==> config.mk <==
export PLATFORM = sky130hd
export DESIGN_NAME = vga_fill_top
export DESIGN_NICKNAME = d
export VERILOG_FILES = /design/src/rtl/fill_pkg.sv /design/src/rtl/fill.sv /design/src/rtl/vga_fill_top.sv
export SDC_FILE = /design/constraint.sdc
export NUM_CORES = 1
export LEC_CHECK = 0
export CORE_MARGIN = 2
export CORE_UTILIZATION = 35
export DETAILED_ROUTE_END_ITERATION = 8
export PLACE_DENSITY = 0.83
export SETUP_SLACK_MARGIN = 0.4
export SYNTH_ARGS = -nofsm -noshare
export SYNTH_HDL_FRONTEND = slang
export SYNTH_SLANG_ARGS = --single-unit
==> constraint.sdc <==
create_clock -name CLOCK_50 -period 0.95 [get_ports CLOCK_50]
set_input_delay 0.1425 -clock CLOCK_50 [delete_from_list [all_inputs] [get_ports CLOCK_50]]
set_output_delay 0.1425 -clock CLOCK_50 [all_outputs]
set_load 0.005 [all_outputs]
==> src/rtl/fill_pkg.sv <==
// fill_pkg: shared types and screen dimensions for the VGA screen-fill block.
//   fill_state_t : sweep FSM state encoding (IDLE / BEGIN_FILL / END_FILL)
//   SCREEN_W/H   : framebuffer size in pixels (160 x 120)
//   X_MAX/Y_MAX  : last column / last row index
//   X_W/Y_W      : exact coordinate widths; COLOUR_W: colour depth
package fill_pkg;

    localparam int unsigned SCREEN_W = 160;
    localparam int unsigned SCREEN_H = 120;
    localparam int unsigned X_MAX    = SCREEN_W - 1;
    localparam int unsigned Y_MAX    = SCREEN_H - 1;
    localparam int unsigned X_W      = 8;
    localparam int unsigned Y_W      = 7;
    localparam int unsigned COLOUR_W = 3;

    typedef enum logic [1:0] {
        IDLE       = 2'b00,
        BEGIN_FILL = 2'b10,
        END_FILL   = 2'b11
    } fill_state_t;

endpackage

==> src/rtl/fill.sv <==
// fill: sweeps every pixel of the framebuffer once, column-major (y fastest),
// one pixel per clock, then parks in END_FILL until reset.
// Ports:
//   clk    in  - clock
//   rst    in  - asynchronous active-high reset
//   start  in  - begin a sweep when idle
//   x      out - current column (registered)
//   y      out - current row (registered)
//   colour out - column index modulo 8
//   plot   out - write strobe, high only in BEGIN_FILL
//   done   out - high only in END_FILL
module fill
    import fill_pkg::*;
(
    input  logic                clk,
    input  logic                rst,
    input  logic                start,
    output logic [X_W-1:0]      x,
    output logic [Y_W-1:0]      y,
    output logic [COLOUR_W-1:0] colour,
    output logic                plot,
    output logic                done
);

    localparam logic [X_W-1:0] X_LAST = X_W'(X_MAX);
    localparam logic [Y_W-1:0] Y_LAST = Y_W'(Y_MAX);

    fill_state_t state;

    // Colour is a slice of the registered column, so it is glitch-free.
    assign colour = x[COLOUR_W-1:0];

    always_ff @(posedge clk or posedge rst) begin
        if (rst) begin
            state <= IDLE;
            x     <= '0;
            y     <= '0;
            plot  <= 1'b0;
            done  <= 1'b0;
        end else begin
            case (state)
                IDLE: begin
                    if (start) begin
                        state <= BEGIN_FILL;
                        x     <= '0;
                        y     <= '0;
                        plot  <= 1'b1;
                        done  <= 1'b0;
                    end
                end
                BEGIN_FILL: begin
                    // Terminal compare precedes the increment, so the
                    // counters never wrap past the last pixel.
                    if (x == X_LAST && y == Y_LAST) begin
                        state <= END_FILL;
                        plot  <= 1'b0;
                        done  <= 1'b1;
                    end else if (y == Y_LAST) begin
                        y <= '0;
                        x <= x + 1'b1;
                    end else begin
                        y <= y + 1'b1;
                    end
                end
                END_FILL: begin
                    plot <= 1'b0;
                    done <= 1'b1;
                end
                default: begin
                    state <= IDLE;
                    x     <= '0;
                    y     <= '0;
                    plot  <= 1'b0;
                    done  <= 1'b0;
                end
            endcase
        end
    end

endmodule

==> src/rtl/vga_fill_top.sv <==
// vga_fill_top: board-level wrapper for the screen fill. Conditions the reset
// key, runs the fill sweep continuously and ties off unused board outputs.
// Optional feature macro VGA_ADAPTER_EN: when defined, the sweep drives the
// VGA DAC through vga_adapter; otherwise the DAC outputs are held idle.
// Ports:
//   CLOCK_50        in  - 50 MHz clock
//   KEY[3]          in  - asynchronous active-high reset; KEY[2:0] unused
//   SW              in  - unused
//   LEDR            out - constant 0
//   HEX0..HEX5      out - blank (active-low segments all off)
//   VGA_R/G/B       out - DAC colour (adapter or 0)
//   VGA_HS/VS/CLK   out - DAC sync/clock (adapter or idle levels)
//   VGA_X/VGA_Y     out - current pixel coordinate
//   VGA_COLOUR      out - current pixel colour
//   VGA_PLOT        out - pixel write strobe
module vga_fill_top
    import fill_pkg::*;
(
    input  logic                CLOCK_50,
    input  logic [3:0]          KEY,
    input  logic [9:0]          SW,
    output logic [9:0]          LEDR,
    output logic [6:0]          HEX0,
    output logic [6:0]          HEX1,
    output logic [6:0]          HEX2,
    output logic [6:0]          HEX3,
    output logic [6:0]          HEX4,
    output logic [6:0]          HEX5,
    output logic [7:0]          VGA_R,
    output logic [7:0]          VGA_G,
    output logic [7:0]          VGA_B,
    output logic                VGA_HS,
    output logic                VGA_VS,
    output logic                VGA_CLK,
    output logic [X_W-1:0]      VGA_X,
    output logic [Y_W-1:0]      VGA_Y,
    output logic [COLOUR_W-1:0] VGA_COLOUR,
    output logic                VGA_PLOT
);

    logic w_rst_key;
    logic r_rst_meta;
    logic r_rst_sync;
    logic w_fill_done;
    logic w_unused;

    assign w_rst_key = KEY[3];

    // Assert asynchronously, release two clocks later so the FSM never sees a
    // reset deassertion close to its clock edge.
    always_ff @(posedge CLOCK_50 or posedge w_rst_key) begin
        if (w_rst_key) begin
            r_rst_meta <= 1'b1;
            r_rst_sync <= 1'b1;
        end else begin
            r_rst_meta <= 1'b0;
            r_rst_sync <= r_rst_meta;
        end
    end

    fill fill_inst (
        .clk    (CLOCK_50),
        .rst    (r_rst_sync),
        .start  (1'b1),
        .x      (VGA_X),
        .y      (VGA_Y),
        .colour (VGA_COLOUR),
        .plot   (VGA_PLOT),
        .done   (w_fill_done)
    );

    assign LEDR = '0;
    assign HEX0 = 7'h7F;
    assign HEX1 = 7'h7F;
    assign HEX2 = 7'h7F;
    assign HEX3 = 7'h7F;
    assign HEX4 = 7'h7F;
    assign HEX5 = 7'h7F;

`ifdef VGA_ADAPTER_EN
    logic w_rst_n;
    logic w_vga_blank;
    logic w_vga_sync;

    assign w_rst_n = ~r_rst_sync;

    vga_adapter #(
        .RESOLUTION              ("160x120"),
        .MONOCHROME              ("FALSE"),
        .BITS_PER_COLOUR_CHANNEL (1)
    ) vga_u (
        .resetn    (w_rst_n),
        .clock     (CLOCK_50),
        .colour    (VGA_COLOUR),
        .x         (VGA_X),
        .y         (VGA_Y),
        .plot      (VGA_PLOT),
        .VGA_R     (VGA_R),
        .VGA_G     (VGA_G),
        .VGA_B     (VGA_B),
        .VGA_HS    (VGA_HS),
        .VGA_VS    (VGA_VS),
        .VGA_BLANK (w_vga_blank),
        .VGA_SYNC  (w_vga_sync),
        .VGA_CLK   (VGA_CLK)
    );

    assign w_unused = ^{KEY[2:0], SW, w_fill_done, w_vga_blank, w_vga_sync};
`else
    assign VGA_R   = '0;
    assign VGA_G   = '0;
    assign VGA_B   = '0;
    assign VGA_HS  = 1'b1;
    assign VGA_VS  = 1'b1;
    assign VGA_CLK = 1'b0;

    assign w_unused = ^{KEY[2:0], SW, w_fill_done};
`endif

endmodule

* Word level (Yosys, flattened, before mapping) *
Cells that the tools add are included.

word-level totals
  flip-flop bits (word level) = 20
  bits of input ports = 15
  logic and storage cells = 31
  output and inout port bits = 98

cells by class
  reduce and logical (&&, ||, !) cells = 5
  bitwise logic cells = 1
  add/subtract/negate cells = 2
  mux-type cells = 10
  equality and inequality tests = 7

operators by type and width
  cell                   count
  $mux W8                2
  $pmux W8 S2            1
  $mux W7                2
  $pmux W7 S2            1
  $add A8 B1 Y8 const B  1
  $eq A8 B8 Y1 const B   1
  $add A7 B1 Y7 const B  1
  $eq A7 B7 Y1 const B   1
  $pmux W2 S3            1
  $eq A2 B2 Y1 const B   2
  $ne A2 B1 Y1 const B   2
  $reduce_and A2 Y1      2
  $reduce_and A3 Y1      1
  $logic_not A2 Y1       1
  $mux W2                1
  $ne A2 B2 Y1 const B   1
  $pmux W1 S2            1
  $logic_and A1 B1 Y1    1
  $mux W1                1
  $not A1 Y1             1

* Logic depth before layout (Yosys ltp) *
  depth in word-level cells = 4
  depth in mapped cells = 6
  gate-level depth less buffers = 5

* By module *
Synthesis repeated with hierarchy kept, for this count alone.

second synthesis, totals
  cells, all modules = 207
  area, all modules = 1869.3 µm²

by module, submodules not included
  module        area an instance (µm²)  seq. area each (µm²)  instances  cells each
  fill          1212.4                  475.5                 1          123
  vga_fill_top  656.9                   52.6                  1          84

* Worst setup path before layout *
OpenSTA, ideal clock, no wires.

  path kind = register -> register
  start point = reg fill_inst.y[0]
  end point = reg fill_inst.x[2]
  buffers on the path = 1
  setup time = 78 ps
  arrival = 1797 ps
  required time = 872 ps
  period minus slack after synthesis = 1875 ps
  stages on the path, launching flop included = 7
  path slack = -925 ps
  path through = dfrtp_1 > ha_1 > nand4_4 > or3_4 > buf_6 > or4_1 > a21oi_1

between the ends
  word-level cells in the longest chain between the ends = 4
  elaborated cells on any way between the ends = 5
  classes of those cells = 3 x eq/ne; 2 x reduce/logical

ends and longest elaborated chain
  element                                 line                    text
  start: declaration                      fill.sv:19              output logic [Y_W-1:0] y,
  start signal: assignment                fill.sv:62              y <= y + 1'b1;
  $eq A7 B7 Y1 (*)                        fill.sv:54, fill.sv:58
  $logic_and A1 B1 Y1                     fill.sv:54              if (x == X_LAST && y == Y_LAST) begin
  $ne A2 B2 Y1 (no source line)           -
  $reduce_and A3 Y1 (no source line) (*)  -
  end signal: assignment                  fill.sv:60              x <= x + 1'b1;
  end: declaration                        fill.sv:18              output logic [X_W-1:0] x,

Mark *: on every way between the ends. The rest lies on a longest branch, timed or not.
A chain may end at the register's enable or synchronous reset.

* Worst setup path after layout *
  start point = reg fill_inst.y[0]
  end point = reg fill_inst.x[4]

Same word-level chain as after synthesis.

==> results.ini <==
[worst_setup_path]
crit_fanout=8
endpoint=fill_inst.x[4]
cp.arrival_ps=1940
startpoint=fill_inst.y[0]
cp_slowest_stage_delay_ps=430
required_ps=1160
cp_cell_sequence=ha_4 -> nand4_4 -> or3_4 -> or4_4 -> a21oi_2
rr_endpoint=fill_inst.x[4]
cp-end-kind=flip-flop
critical_path_buf_inv_count=0
crit_type=flip-flop to flip-flop
path_depth=5
cp_top_family=simple AND/OR/NAND/NOR gates
cp_slowest_cell=or4_4
worst_r2r_startpoint=fill_inst.y[0]
rr_worst_depth=5
reg2reg_slack_ps=-780
cp-start-kind=flip-flop

[synthesis]
async_flop_share_pct=100.0
synth-xor-area-share_pct=1.057
synth_top_family_by_area=buffers and inverters
yosysWarnings=0
synth_cell_types=34
ys_seq_area_share_pct=30.36
syn_area_per_cell_um2=8.673
synth_fa_ha_area_share_pct=1.511
synth-edff-count=0
synth-simple-area-share_pct=17.30
syn_area_um2=1657
syn_inst=191
synth_compound_area_share_pct=7.779
synthFlopType=dfrtp_1
ys_ff_latch=20
muxShareOfSynthArea_pct=1.813

[detailed_routing]
vias_per_cell=4.255
routed_wl_um=4450
postRouteAntennaNets=0
firstDrtPassIters=4
num_vias=1387
first_iter_violations=145
drc=0
wl_per_cell_um=13.65

[pwr]
vdd_ir_drop_max_v=0.0004794
pwr-share-seq_pct=51.6
power.density_nw_per_um2=674.1
p_int_w=0.001251
combPwrFrac_pct=7.0
p_leak_nw=1.240
power_w=0.001669
p_clk_share_pct=41.5
switchingPower_w=0.0004187
sw_frac_of_total_pct=25.08

[clocking]
cts.sinks=20
cts-htree-levels=1
root_buffer=clkbuf_8
clkTransAtPathRegs_ps=80
clk_path_buf_depth=2
cts_tree=yes
clkLatencyLatePin_ps=280
ctsHoldBuffers=0
cts_buffers=3

[finish]
drive_gt1_share_pct=46.69
regArea_um2=505.5
area_growth_pct=49.47
num-fill-cells=371
antenna_cells=0
utilization_pct=53.49
multi_input_area_um2=969.7
fin_nets=290

[timing]
finalClockSkew_ps=2.113
setup_violations=36
layout_setup_ws_ps=-775.7
rsz0062_at_grt=yes
drv_slew=0
period_minus_slack_ps=1726
max_freq_ghz=0.5795
fin_crit_sh_pct=181.6
hold_viol=0

[grt]
groute.usage.overall_pct=14.49
grt_pass1_vias=1210
grt_pass1_wl_um=5913
gr-total-overflow=0
grt_max_degree=12
antenna_found_initial=0

[outcome]
outcome=complete, but fails checks
violations=setup timing

[min_path]
hold_class=primary input to async pin

[job]
cap_violations=0

[floorplan]
initial_core_util_pct=35.78
fp-row-count=25
core_um2=4629
die-area_um2=5299
fp.dieH_um=72.80
io_pins=113
die_x_um=72.80

[place]
portBuffers=20
gp_congestion=0.8305
dp_hpwl_um=2249

## worst min-delay path by stage
stage                          start        endpoint  cells after the start
after detailed placement  r_rst_sync  fill_inst.x[5]                      1
final                         KEY[3]      r_rst_meta                      2
after global placement    r_rst_sync  fill_inst.x[6]                      1
after CTS                     KEY[3]      r_rst_meta                      2
after floorplan               KEY[3]      r_rst_meta                      1
after global routing          KEY[3]      r_rst_meta                      2
## final cells by class
type | instances | share of cell area, %
multi-input cells | 158 | 39.16
repair buffers | 85 | 34.31
flip-flops and latches | 20 | 20.41
well taps | 54 | 2.729
clock buffers | 4 | 2.223
inverters | 4 | 0.8590
repair inverters | 1 | 0.3032
## layout by cell type, fill, tap and decap left out, types with 2 or more instances in the layout
master,instances
dfrtp_1,16
a21oi_1,3
a21oi_2,7
clkbuf_2,3
buf_6,49
nand2_1,9
or4b_4,2
clkinvlp_4,2
xnor2_1,2
clkbuf_8,4
buf_12,3
dfrtp_2,2
or3_1,2
buf_2,2
buf_4,27
nor4_4,2
nand3_1,4
nand2b_1,4
nor2_2,2
mux2i_1,3
inv_1,2
nor4_2,2
or4_4,2
or3_4,2
o31ai_1,2
nor2_1,5
conb_1,80
dfstp_2,2
o21ai_1,3
o21ai_0,2
## what timing repair did
item,CTS,global route
resized for setup,119,42
cloned,2,0
endpoints found under the hold margin,0,0
pin swaps,16,13
endpoints found under the setup margin,39,38
setup buffers,22,12
## kinds of logic (layout without fill, tap and decap cells)
logic type,Yosys count,after routing
AOI/OAI and AO/OA,23,23
buffers and inverters,91,94
adders and majority gates,2,2
xor gates and xnor gates,2,2
other,2,80
and+or+nand+nor,48,48
muxes,3,3
DFF,20,20
## metal layers
metal  GRT usage, %  routed length, um  up-vias
met5              0                  0        -
met4          7.407                168        0
met3         0.9669                212       14
met2          26.06               2428       72
met1          17.26               1641      663
li1               -                  -      638
## Yosys cell counts, drive strengths merged (3+ instances only)
library cell  instances  area [um^2]
o31ai                 3        22.52
buf                  84        631.9
or4                   3        22.52
nand2                10        37.54
dfrtp                18        450.4
a21oi                10        50.05
nand3                 4        20.02
o21ai                 7        35.03
mux2i                 3        30.03
nand2b                5        31.28
nor2                  8        30.03
clkbuf                3        11.26
nor4                  4        25.02
or3                   4        30.03
inv                   4        15.01
## flip-flops by register name, indices dropped and copies added (netlist names)
| signal | count |
|---|---|
| r_rst_meta | 1 |
| fill_inst.y | 7 |
| r_rst_sync | 1 |
| fill_inst.plot | 1 |
| fill_inst.state | 2 |
| fill_inst.x | 8 |
## worst reg2reg max path, delay by kind of cell (launching register included)
| kind | cells | cell delay, ps |
|---|---|---|
| AOI/OAI and AO/OA | 1 | 130 |
| and+or+nand+nor | 3 | 940 |
| DFF | 1 | 410 |
| adders and majority gates | 1 | 180 |
## power groups by stage
stage	clock [W]	combinational [W]	sequential [W]
2_1_floorplan	0	0.000318	0.000877
6_report	0.000692	0.000117	0.000861
3_3_place_gp	0	0.0000890	0.000877
5_1_grt	0.000721	0.000142	0.000861
4_1_cts	0.000671	0.000110	0.000861
3_5_place_dp	0	0.0000903	0.000877
## metrics by stage
step | hold slack [ps] | cell area, um^2 | worst slack (ps) | setup TNS (ps) | cells
after CTS | 191.9 | 2245 | -769.5 | -15500 | 314
final | 179.1 | 2476 | -775.7 | -16290 | 326
after floorplan | 54.00 | 2018 | -882.4 | -11320 | 269
after global routing | 214.7 | 2476 | -840.7 | -17750 | 326
after detailed placement | 255.8 | 1829 | -771.2 | -14410 | 286
after global placement | 244.9 | 1829 | -728.5 | -13290 | 286
Power figures use the tool's default switching activity.
